===== src/rtl/shift_pkg.sv =====
// Shared definitions for the sequential shift unit: op codes, FSM states,
// default widths and an op-legality helper.
package shift_pkg;

    localparam int SHIFT_WIDTH = 8;
    localparam int SHIFT_AMT_W = 3;

    localparam logic [2:0] OP_SLL = 3'b000;
    localparam logic [2:0] OP_SRL = 3'b001;
    localparam logic [2:0] OP_SRA = 3'b010;
    localparam logic [2:0] OP_ROR = 3'b011;
    localparam logic [2:0] OP_ROL = 3'b100;

    typedef enum logic [1:0] {
        ST_IDLE = 2'd0,
        ST_RUN  = 2'd1,
        ST_FIN  = 2'd2
    } state_e;

    // Codes above ROL are not shifts; the FSM treats them as a zero-amount op.
    function automatic logic op_legal(input logic [2:0] op);
        return (op <= OP_ROL);
    endfunction

endpackage


===== src/rtl/shift_step.sv =====
// Combinational single-bit step for the shift FSM; out_bit_o is the bit that
// leaves the register on this step (zero for non-shift codes).
module shift_step
    import shift_pkg::*;
#(
    parameter int WIDTH = SHIFT_WIDTH
) (
    input  logic [2:0]       op_i,
    input  logic [WIDTH-1:0] r_i,
    output logic [WIDTH-1:0] next_r_o,
    output logic             out_bit_o
);

    always_comb begin
        next_r_o  = r_i;
        out_bit_o = 1'b0;
        case (op_i)
            OP_SLL: begin
                next_r_o  = {r_i[WIDTH-2:0], 1'b0};
                out_bit_o = r_i[WIDTH-1];
            end
            OP_SRL: begin
                next_r_o  = {1'b0, r_i[WIDTH-1:1]};
                out_bit_o = r_i[0];
            end
            OP_SRA: begin
                next_r_o  = {r_i[WIDTH-1], r_i[WIDTH-1:1]};
                out_bit_o = r_i[0];
            end
            OP_ROR: begin
                next_r_o  = {r_i[0], r_i[WIDTH-1:1]};
                out_bit_o = r_i[0];
            end
            OP_ROL: begin
                next_r_o  = {r_i[WIDTH-2:0], r_i[WIDTH-1]};
                out_bit_o = r_i[WIDTH-1];
            end
            default: ;
        endcase
    end

endmodule


===== src/rtl/seq_shift_unit.sv =====
// Handshaked multi-cycle shifter: one bit per clock, RESULT published on FIN.
// Define SHIFT_CARRY_EN to add the CARRY output (last bit shifted out).
module seq_shift_unit
    import shift_pkg::*;
#(
    parameter int WIDTH = SHIFT_WIDTH,
    parameter int AMT_W = SHIFT_AMT_W
) (
    input  logic             CLK,
    input  logic             RESET,
    input  logic             START,
    input  logic [2:0]       OP,
    input  logic [WIDTH-1:0] DATA,
    input  logic [AMT_W-1:0] SHIFT,
    output logic             BUSY,
    output logic             DONE,
    output logic [WIDTH-1:0] RESULT
`ifdef SHIFT_CARRY_EN
    ,
    output logic             CARRY
`endif
);

    state_e           state_q, state_d;
    logic [WIDTH-1:0] work_q, work_d;
    logic [AMT_W-1:0] cnt_q, cnt_d;
    logic [2:0]       op_q, op_d;
    logic [WIDTH-1:0] result_q, result_d;
    logic [WIDTH-1:0] step_r;

`ifdef SHIFT_CARRY_EN
    logic             carry_q, carry_d;
    logic             step_carry;
`else
    logic             step_carry_unused;
`endif

    shift_step #(.WIDTH(WIDTH)) u_step (
        .op_i      (op_q),
        .r_i       (work_q),
        .next_r_o  (step_r),
`ifdef SHIFT_CARRY_EN
        .out_bit_o (step_carry)
`else
        .out_bit_o (step_carry_unused)
`endif
    );

    always_comb begin
        state_d  = state_q;
        work_d   = work_q;
        cnt_d    = cnt_q;
        op_d     = op_q;
        result_d = result_q;
`ifdef SHIFT_CARRY_EN
        carry_d  = carry_q;
`endif
        case (state_q)
            ST_IDLE: begin
                if (START) begin
                    op_d   = OP;
                    work_d = DATA;
                    cnt_d  = SHIFT;
                    // Zero amount and non-shift codes finish without stepping.
                    if ((SHIFT == '0) || !op_legal(OP)) begin
                        state_d  = ST_FIN;
                        result_d = DATA;
`ifdef SHIFT_CARRY_EN
                        carry_d  = 1'b0;
`endif
                    end else begin
                        state_d = ST_RUN;
                    end
                end
            end
            ST_RUN: begin
                work_d = step_r;
                cnt_d  = cnt_q - AMT_W'(1);
                if (cnt_q == AMT_W'(1)) begin
                    state_d  = ST_FIN;
                    result_d = step_r;
`ifdef SHIFT_CARRY_EN
                    carry_d  = step_carry;
`endif
                end
            end
            ST_FIN: begin
                state_d = ST_IDLE;
            end
            default: begin
                state_d = ST_IDLE;
            end
        endcase
    end

    always_ff @(posedge CLK or negedge RESET) begin
        if (!RESET) begin
            state_q  <= ST_IDLE;
            work_q   <= '0;
            cnt_q    <= '0;
            op_q     <= OP_SLL;
            result_q <= '0;
`ifdef SHIFT_CARRY_EN
            carry_q  <= 1'b0;
`endif
        end else begin
            state_q  <= state_d;
            work_q   <= work_d;
            cnt_q    <= cnt_d;
            op_q     <= op_d;
            result_q <= result_d;
`ifdef SHIFT_CARRY_EN
            carry_q  <= carry_d;
`endif
        end
    end

    assign BUSY   = (state_q == ST_RUN);
    assign DONE   = (state_q == ST_FIN);
    assign RESULT = result_q;
`ifdef SHIFT_CARRY_EN
    assign CARRY  = carry_q;
`endif

endmodule


===== config.mk =====
export PLATFORM = sky130hd
export DESIGN_NAME = seq_shift_unit
export DESIGN_NICKNAME = d
export VERILOG_FILES = /design/src/rtl/shift_pkg.sv /design/src/rtl/shift_step.sv /design/src/rtl/seq_shift_unit.sv
export SDC_FILE = /design/constraint.sdc
export NUM_CORES = 1
export LEC_CHECK = 0
export ABC_AREA = 1
export BUFFER_PORTS_ARGS = -buffer_cell sky130_fd_sc_hd__buf_2
export CORE_AREA = 5 5 59 61
export CTS_BUF_LIST = sky130_fd_sc_hd__clkbuf_16
export CTS_CLUSTER_SIZE = 25
export DETAILED_ROUTE_END_ITERATION = 10
export DIE_AREA = 0 0 64 66
export GPL_TIMING_DRIVEN = 0
export PLACE_DENSITY = 0.71
export REMOVE_ABC_BUFFERS = 1
export SLEW_MARGIN = 15
export SYNTH_ARGS = -nofsm -noshare
export SYNTH_HDL_FRONTEND = slang
export SYNTH_HIERARCHICAL = 1
export SYNTH_SLANG_ARGS = --single-unit

===== constraint.sdc =====
create_clock -name CLK -period 1.7 [get_ports CLK]
set_clock_uncertainty 0.05 [all_clocks]
set_input_delay 0.255 -clock CLK [delete_from_list [all_inputs] [get_ports CLK]]
set_output_delay 0.255 -clock CLK [all_outputs]
set_load 0.05 [all_outputs]

==> flow_summary.json, run 1 <==
{
  "crit_slowest_cell": "dfrtp_1",
  "fillers": 283,
  "wl_per_cell_um": 11.89,
  "wl_mm": 2.912,
  "io_pins": 27,
  "gp_congestion": 0.8163,
  "hp-class": "input pin to flop",
  "holdWs_ns": 0.1651,
  "fin_setup_tns_ns": 0,
  "start_util_pct": 46.79,
  "powerDensity_nw_per_um2": 2201,
  "nNetsFinal": 233,
  "utilization_pct": 54.53,
  "cts_tree": "built",
  "criticalPathCategory": "flop to output port",
  "rsz0062_at_grt": "false",
  "cp-end-kind": "output port",
  "clock-sinks": 24,
  "grt_usage_pct": 15.25,
  "netlist_area_sq_um": 1370,
  "regToRegSetupSlack_ns": 0.32,
  "path_depth": 4,
  "r2r_cells": 8,
  "max-slew-margin-rel_pct": 65.79,
  "portBuffers": 26,
  "peakVddDrop_mv": 1.271,
  "antenna_found_initial": 0,
  "max_clock_freq_mhz": 629.4,
  "hold_path_depth": 3,
  "clock_latency_ns": 0.25,
  "cts_max_level": 1,
  "r2r-end": "RESULT[7]",
  "placed_cell_area_sq_um": 1506,
  "arrival_ns": 1.28,
  "area_delta_synth_final_pct": 16.53,
  "syn_inst": 186,
  "fin_area_sq_um": 1597,
  "path_clk_slew_ns": 0.06,
  "cts_root_buffer": "clkbuf_16",
  "grt_pass1_wl_mm": 5.106,
  "worstReg2RegStart": "op_q[2]",
  "fp.dieW_um": 64,
  "first_iter_violations": 42,
  "drive_above_1_share_pct": 20.75,
  "die_h_um": 66,
  "path_delay_family": "buffers and inverters",
  "dpl_worst_slack_ns": 0.3058,
  "drc": 0,
  "vias": 1223,
  "worstSetupStartpoint": "state_q[1]",
  "grt_max_degree": 25,
  "period_share_pct": 93.45,
  "grt-ovfl-total": 0,
  "cts_buffer_depth": 2,
  "cpPeakStageDelay_ns": 0.37,
  "coreArea_sq_um": 2928,
  "instances_no_fill": 245,
  "crit_fanout": 17,
  "grt_pass1_vias": 1163,
  "dieArea_sq_um": 4224,
  "viasPerCell": 4.992,
  "path_cells": "inv_2 -> nand2_4 -> inv_4 -> clkbuf_4",
  "critPathBufInv": 3,
  "status": "finished, final reports clean",
  "power.leakage_nw": 0.8986,
  "cp-start-kind": "flop",
  "p_total_mw": 3.514,
  "cts_buffers": 3,
  "drtPass1Iterations": 4,
  "hpwl_mm": 2.197,
  "cp.required_ns": 1.39,
  "num_rows": 20,
  "finalSetupViolations": 0,
  "tightest_slew_ns": 0.5131,
  "setup_ws_ns": 0.1113,
  "final-hold-violation-count": 0,
  "ant_nets": 0,
  "yosys_warnings": 6,
  "fin_crit_ns": 1.589,
  "syn_area_per_cell_sq_um": 7.366,
  "placed_cells": 241,
  "crit_path_end": "BUSY",
  "diodes": 0,
  "maxSlewViolCount": 0,
  "drv_cap": 0
}
[flip-flops by register name, indices dropped and copies added, names as in the netlist]
signal / cells
state_q: 2
cnt_q: 3
op_q: 3
work_q: 8
RESULT: 8
[routing by layer]
| metal | GRT usage [%] | part of all wire [%] | wire length, um | up-vias |
|---|---|---|---|---|
| met5 | 0 | 0 | 0 | - |
| met4 | 7.013 | 2.0 | 57 | 0 |
| met3 | 2.551 | 2.8 | 81 | 5 |
| met2 | 25.13 | 50 | 1470 | 15 |
| met1 | 19.38 | 45 | 1303 | 557 |
| li1 | - | - | - | 646 |
[layout make-up]
class	instances	area, sq um	area share, %
inverters	14	55.05	3.448
flip-flops and latches	24	600.6	37.62
repair buffers	27	142.6	8.934
multi-input cells	144	681.9	42.71
well taps	33	41.29	2.586
clock buffers	3	75.07	4.702
[cell usage in the layout, fill, tap and decap left out]
cell type / count
nand2_1: 90
nand3_1: 31
buf_2: 25
dfrtp_1: 24
inv_1: 8
o21ai_0: 8
inv_2: 5
nand2_4: 4
clkbuf_16: 3
nor2_1: 2
nand3_2: 2
ha_1: 2
inv_4: 1
nand3_4: 1
o21ai_4: 1
nor3_1: 1
dlygate4sd3_1: 1
clkbuf_4: 1
nor2_2: 1
nand4_1: 1
[power by group]
part	leakage (nW)	switching [mW]	internal, mW
clock network	0.0370	0.186	0.311
registers	0.299	0.242	0.850
logic	0.562	1.38	0.544
total	0.899	1.81	1.70
[worst min path at each step]
| stage | startpoint | endpoint | slack [ns] |
|---|---|---|---|
| finish | OP[2] | op_q[2] | 0.17 |
| global route | OP[2] | op_q[2] | 0.18 |
| CTS | OP[1] | op_q[1] | 0.16 |
| detailed placement | RESET | RESULT[3] | 0.22 |
| global placement | RESET | RESULT[2] | 0.21 |
| floorplan | RESET | RESULT[0] | -0.09 |
[worst register-to-register path: cells and delay by family (launching register included)]
| family | cells | cell delay [ns] |
|---|---|---|
| AND/OR/NAND/NOR | 7 | 0.52 |
| flip-flops | 1 | 0.51 |
| buffers and inverters | 1 | 0.20 |
[repair_timing]
action                                  4_1_cts  5_1_grt
buffers inserted                              0        0
hold endpoints to repair                     24        0
hold buffers                                  1        0
resized for setup                             0        2
endpoints found under the setup margin        0        1
No activity file was read; power rests on OpenSTA's default activity.
==> run 2, diff against run 1 <==
CTS_BUF_LIST = not set   (was sky130_fd_sc_hd__clkbuf_16)
clock period = 1.87 ns   (was 1.7 ns; I/O delays follow)
==> flow_summary.json, run 2 (same netlist as run 1, synthesis figures left out) <==
{
  "max_clock_freq_mhz": 564.5,
  "fin_crit_ns": 1.771,
  "max-slew-margin-rel_pct": 64.77,
  "grt_max_degree": 25,
  "fp.dieW_um": 64,
  "path_clk_slew_ns": 0.12,
  "powerDensity_nw_per_um2": 1912,
  "viasPerCell": 5.029,
  "power_frac_clock_pct": 7.5,
  "dieArea_sq_um": 4224,
  "antenna_found_initial": 0,
  "ctsHoldBuffers": 1,
  "seq_power_share_pct": 33.5,
  "gp_congestion": 0.8163,
  "crit_fanout": 17,
  "final-hold-violation-count": 0,
  "clock_latency_ns": 0.30,
  "cp.required_ns": 1.54,
  "utilization_pct": 52.56,
  "maxSlewViolCount": 0,
  "cts_buffers": 3,
  "post_cts_buffers": 0,
  "cp-start-kind": "flop",
  "grt_pass1_vias": 1164,
  "drc": 0,
  "die_h_um": 66,
  "area_delta_synth_final_pct": 12.33,
  "tightest_slew_ns": 0.5285,
  "clock-sinks": 24,
  "finalSetupViolations": 0,
  "wl_mm": 2.914,
  "cts_buffer_depth": 2,
  "combPwrFrac_pct": 59.0,
  "io_pins": 27,
  "start_util_pct": 46.79,
  "diodes": 0,
  "final_cell_mix": "nand2_1 (90), nand3_1 (31), buf_2 (26)",
  "rsz0062_at_grt": "false",
  "ctsResizeCount": 0,
  "coreArea_sq_um": 2928,
  "ant_nets": 0,
  "hp-class": "input pin to flop",
  "wl_per_cell_um": 11.89,
  "first_iter_violations": 51,
  "status": "finished, final reports clean",
  "drv_cap": 0,
  "vias": 1232,
  "power_switching_mw": 1.613,
  "intPower_mw": 1.330,
  "drtPass1Iterations": 4,
  "cts_tree": "built",
  "drive_above_1_share_pct": 20.75,
  "p_sw_share_pct": 54.80,
  "hpwl_mm": 2.197,
  "cts_root_buffer": "clkbuf_4",
  "cp-end-kind": "output port",
  "power.leakage_nw": 0.8754,
  "period_share_pct": 94.72,
  "cts_max_level": 1,
  "criticalPathCategory": "flop to output port",
  "grt_pass1_wl_mm": 5.092,
  "nNetsFinal": 233,
  "fin_setup_tns_ns": 0,
  "peakVddDrop_mv": 1.003,
  "layout_commonest_cell": "nand2_1",
  "grt_usage_pct": 14.96,
  "grt-ovfl-total": 0,
  "portBuffers": 26,
  "arrival_ns": 1.44,
  "num_rows": 20
}
==> run 2: layer usage <==
| layer | vias to the layer above | global-route usage (%) | wire (um) |
|---|---|---|---|
| met5 | - | 0 | 0 |
| met4 | 0 | 5.455 | 31 |
| met3 | 2 | 2.041 | 160 |
| met2 | 34 | 25.25 | 1446 |
| met1 | 549 | 19.38 | 1276 |
| li1 | 647 | - | - |
==> run 2: final cells by class <==
class | count | area, sq um
Clock buffer | 3 | 22.52
Fill cell | 290 | 1389
Inverter | 14 | 52.55
Multi-Input combinational cell | 144 | 681.9
Sequential cell | 24 | 600.6
Tap cell | 33 | 41.29
Timing Repair Buffer | 27 | 140.1
==> run 2: power by group through the flow <==
stage / clock [mW] / combinational (mW) / sequential [mW]
after floorplan: 0 / 1.10 / 1.23
after global placement: 0 / 1.72 / 0.984
after detailed placement: 0 / 1.74 / 1.00
after CTS: 0.234 / 1.75 / 0.989
after global routing: 0.246 / 1.98 / 1.03
final: 0.220 / 1.74 / 0.987
==> run 2: critical path: stages (launching register included) <==
cell and delay (ns):
dfrtp_1 0.39, inv_2 0.10, nand2_4 0.15, inv_2 0.19
buf_2 0.29
==> run 2: worst paths after layout <==
path                       depth (start not counted)        end  slack [ns]       start
min in group asynchronous                          2  RESULT[1]        0.43       RESET
min reg2reg                                        2  RESULT[3]        0.43   RESULT[3]
max in group asynchronous                          2  work_q[2]        0.99       RESET
min                                                3    op_q[2]        0.13       OP[2]
max reg2reg                                        7  RESULT[5]        0.49    cnt_q[1]
max                                                4       BUSY         0.1  state_q[1]
==> run 2: through the flow <==
step / hold slack (ns) / instances / total power [mW] / worst slack, ns / cell area [sq um]
3_5_place_dp: 0.2442 / 241 / 2.742 / 0.4503 / 1506
2_1_floorplan: -0.06509 / 182 / 2.332 / 0.4552 / 1335
6_report: 0.1319 / 245 / 2.943 / 0.09866 / 1539
4_1_cts: 0.1204 / 245 / 2.969 / 0.08248 / 1539
5_1_grt: 0.1314 / 245 / 3.257 / 0.01422 / 1539
3_3_place_gp: 0.2383 / 241 / 2.704 / 0.4450 / 1506
==> run 3, diff against run 2 <==
CORE_AREA = 5 5 58 60   (was 5 5 59 61)
DIE_AREA = 0 0 63 65   (was 0 0 64 66)
PLACE_DENSITY = 0.72   (was 0.71)
SYNTH_HIERARCHICAL = not set   (was 1)
==> flow_summary.json, run 3 <==
{
  "status": "finished, final reports clean",
  "grt_usage_pct": 16.01,
  "nNetsFinal": 214,
  "cts_buffer_depth": 2,
  "seq_area_frac_synth_pct": 44.69,
  "cts_tree": "built",
  "cp-start-kind": "flop",
  "utilization_pct": 53.96,
  "start_util_pct": 46.70,
  "peakVddDrop_mv": 1.086,
  "syn_area_per_cell_sq_um": 8.095,
  "synth-edff-count": 0,
  "yosysTopAreaCell": "dfrtp_1",
  "num_rows": 20,
  "grt_pass1_vias": 1216,
  "fp.dieW_um": 63,
  "wl_mm": 2.966,
  "max_clock_freq_mhz": 568.5,
  "final_cell_mix": "nand2_1 (55), buf_2 (25), dfrtp_1 (23)",
  "netlist_top_cells_count": "nand2_1 (55), dfrtp_1 (24), nand3_1 (22), a21oi_1 (12), inv_1 (10)",
  "ys_types": 26,
  "path_clk_slew_ns": 0.13,
  "rsz0062_at_grt": "false",
  "crit_fanout": 13,
  "maxSlewViolCount": 0,
  "drc": 0,
  "drive_above_1_share_pct": 26.80,
  "placed_cell_area_sq_um": 1491,
  "grt_pass1_wl_mm": 5.299,
  "drv_cap": 0,
  "vias": 1160,
  "cts_buffers": 3,
  "area_delta_synth_final_pct": 15.55,
  "path_delay_family": "buffers and inverters",
  "syn_inst": 166,
  "grt_max_degree": 25,
  "wl_per_cell_um": 13.07,
  "layout_commonest_cell": "nand2_1",
  "period_share_pct": 94.06,
  "ant_nets": 0,
  "power.leakage_nw": 0.8072,
  "drtPass1Iterations": 4,
  "fin_area_sq_um": 1553,
  "path_cells": "nand2_4 -> clkinv_2 -> clkbuf_4",
  "portBuffers": 26,
  "criticalPathCategory": "flop to output port",
  "clock-sinks": 24,
  "ys_ff_latch": 24,
  "powerDensity_nw_per_um2": 1893,
  "cts_max_level": 1,
  "critPathBufInv": 2,
  "viasPerCell": 5.110,
  "diodes": 0,
  "synthTopCellsByArea": "dfrtp_1 (45%), nand2_1 (15%), nand3_1 (8.2%)",
  "cpPeakStageDelay_ns": 0.48,
  "cts_root_buffer": "clkbuf_4",
  "max-slew-margin-rel_pct": 63.54,
  "crit_slowest_cell": "dfrtp_2",
  "yosys_warnings": 0,
  "grt-ovfl-total": 0,
  "first_iter_violations": 53,
  "clock_latency_ns": 0.31,
  "cp.required_ns": 1.54,
  "dieArea_sq_um": 4095,
  "hpwl_mm": 2.143,
  "coreArea_sq_um": 2878,
  "tightest_slew_ns": 0.5468,
  "cp-end-kind": "output port",
  "fin_crit_ns": 1.759,
  "hp-class": "input pin to flop",
  "antenna_found_initial": 0,
  "async_reset_ff_share_pct": 100.0,
  "final-hold-violation-count": 0,
  "io_pins": 27,
  "netlist_area_sq_um": 1344,
  "post_cts_buffers": 0,
  "die_h_um": 65,
  "synth-main-ff-cell": "dfrtp_1",
  "arrival_ns": 1.43,
  "gp_congestion": 0.8009,
  "fin_setup_tns_ns": 0,
  "finalSetupViolations": 0,
  "synth_top_area_share_pct": 44.69,
  "post-synth-top-count-cell": "nand2_1"
}
-- run 3: cell count changes in the layout (fill, tap and decap cells not counted), moves of 5 or more --
| cell | before | now |
|---|---|---|
| nand2_1 | 90 | 55 |
| a21oi_1 | 0 | 12 |
| nand3_1 | 31 | 22 |
| or2_1 | 0 | 6 |
| inv_2 | 6 | 1 |
| nand3_2 | 2 | 7 |
| o21ai_0 | 8 | 3 |
-- run 3: final cells by class --
| class | instances | area [sq um] |
|---|---|---|
| sequential | 24 | 601.8 |
| multi-input combinational | 126 | 675.6 |
| tap | 33 | 41.29 |
| timing repair buffer | 27 | 142.6 |
| fill | 296 | 1325 |
| clock buffer | 4 | 36.28 |
| inverter | 13 | 55.05 |
-- run 3: power breakdown --
group	internal (mW)	leakage, nW	switching [mW]
clock network	0.119	0.0210	0.158
registers	0.780	0.289	0.209
logic	0.483	0.497	1.19
total	1.38	0.807	1.56
-- run 3: per-layer routing --
metal | up-vias | global-route usage, % | routed length [um]
li1 | 600 | - | -
met1 | 532 | 19.72 | 1342
met2 | 24 | 27.56 | 1472
met3 | 4 | 2.773 | 120
met4 | 0 | 6.366 | 31
met5 | - | 0 | 0
-- run 3: stage by stage --
step	instances	hold slack [ns]	setup WS, ns	total power, mW
2_1_floorplan	163	-0.06509	0.3927	2.257
6_report	227	0.1561	0.1110	2.939
4_1_cts	227	0.1498	0.08306	2.939
3_5_place_dp	222	0.2471	0.1218	2.662
5_1_grt	227	0.1384	0.02180	3.236
3_3_place_gp	222	0.2471	0.1434	2.601
-- run 3: worst min-delay path: stages --
cell and delay (ns):
buf_2 0.10, inv_1 0.04, o21ai_0 0.07
-- run 3: worst paths after layout --
check / to / slack (ns) / cells after the start / startpoint
setup / recovery: BUSY / 0.11 / 3 / state_q[0]
hold / removal: op_q[0] / 0.16 / 3 / OP[0]
max in group asynchronous: state_q[0] / 0.96 / 2 / RESET
hold reg to reg: RESULT[4] / 0.44 / 2 / RESULT[4]
min in group asynchronous: work_q[6] / 0.41 / 2 / RESET
setup reg to reg: RESULT[3] / 0.31 / 7 / state_q[0]
-- run 3: what timing repair did --
| action | in CTS | in global routing |
|---|---|---|
| setup endpoints to repair | 0 | 14 |
| gates resized for setup | 0 | 5 |
| endpoints found under the hold margin | 24 | 0 |
| hold buffers | 1 | 0 |
-- run 3: cells by family after synthesis --
kind of cell / count (synthesis) / share of synthesized area [%]
mux: 1 / 0.8379
flops: 24 / 44.69
compound gates: 18 / 7.263
simple gates: 105 / 39.57
buf+inv: 16 / 5.773
fa+ha+maj: 2 / 1.862
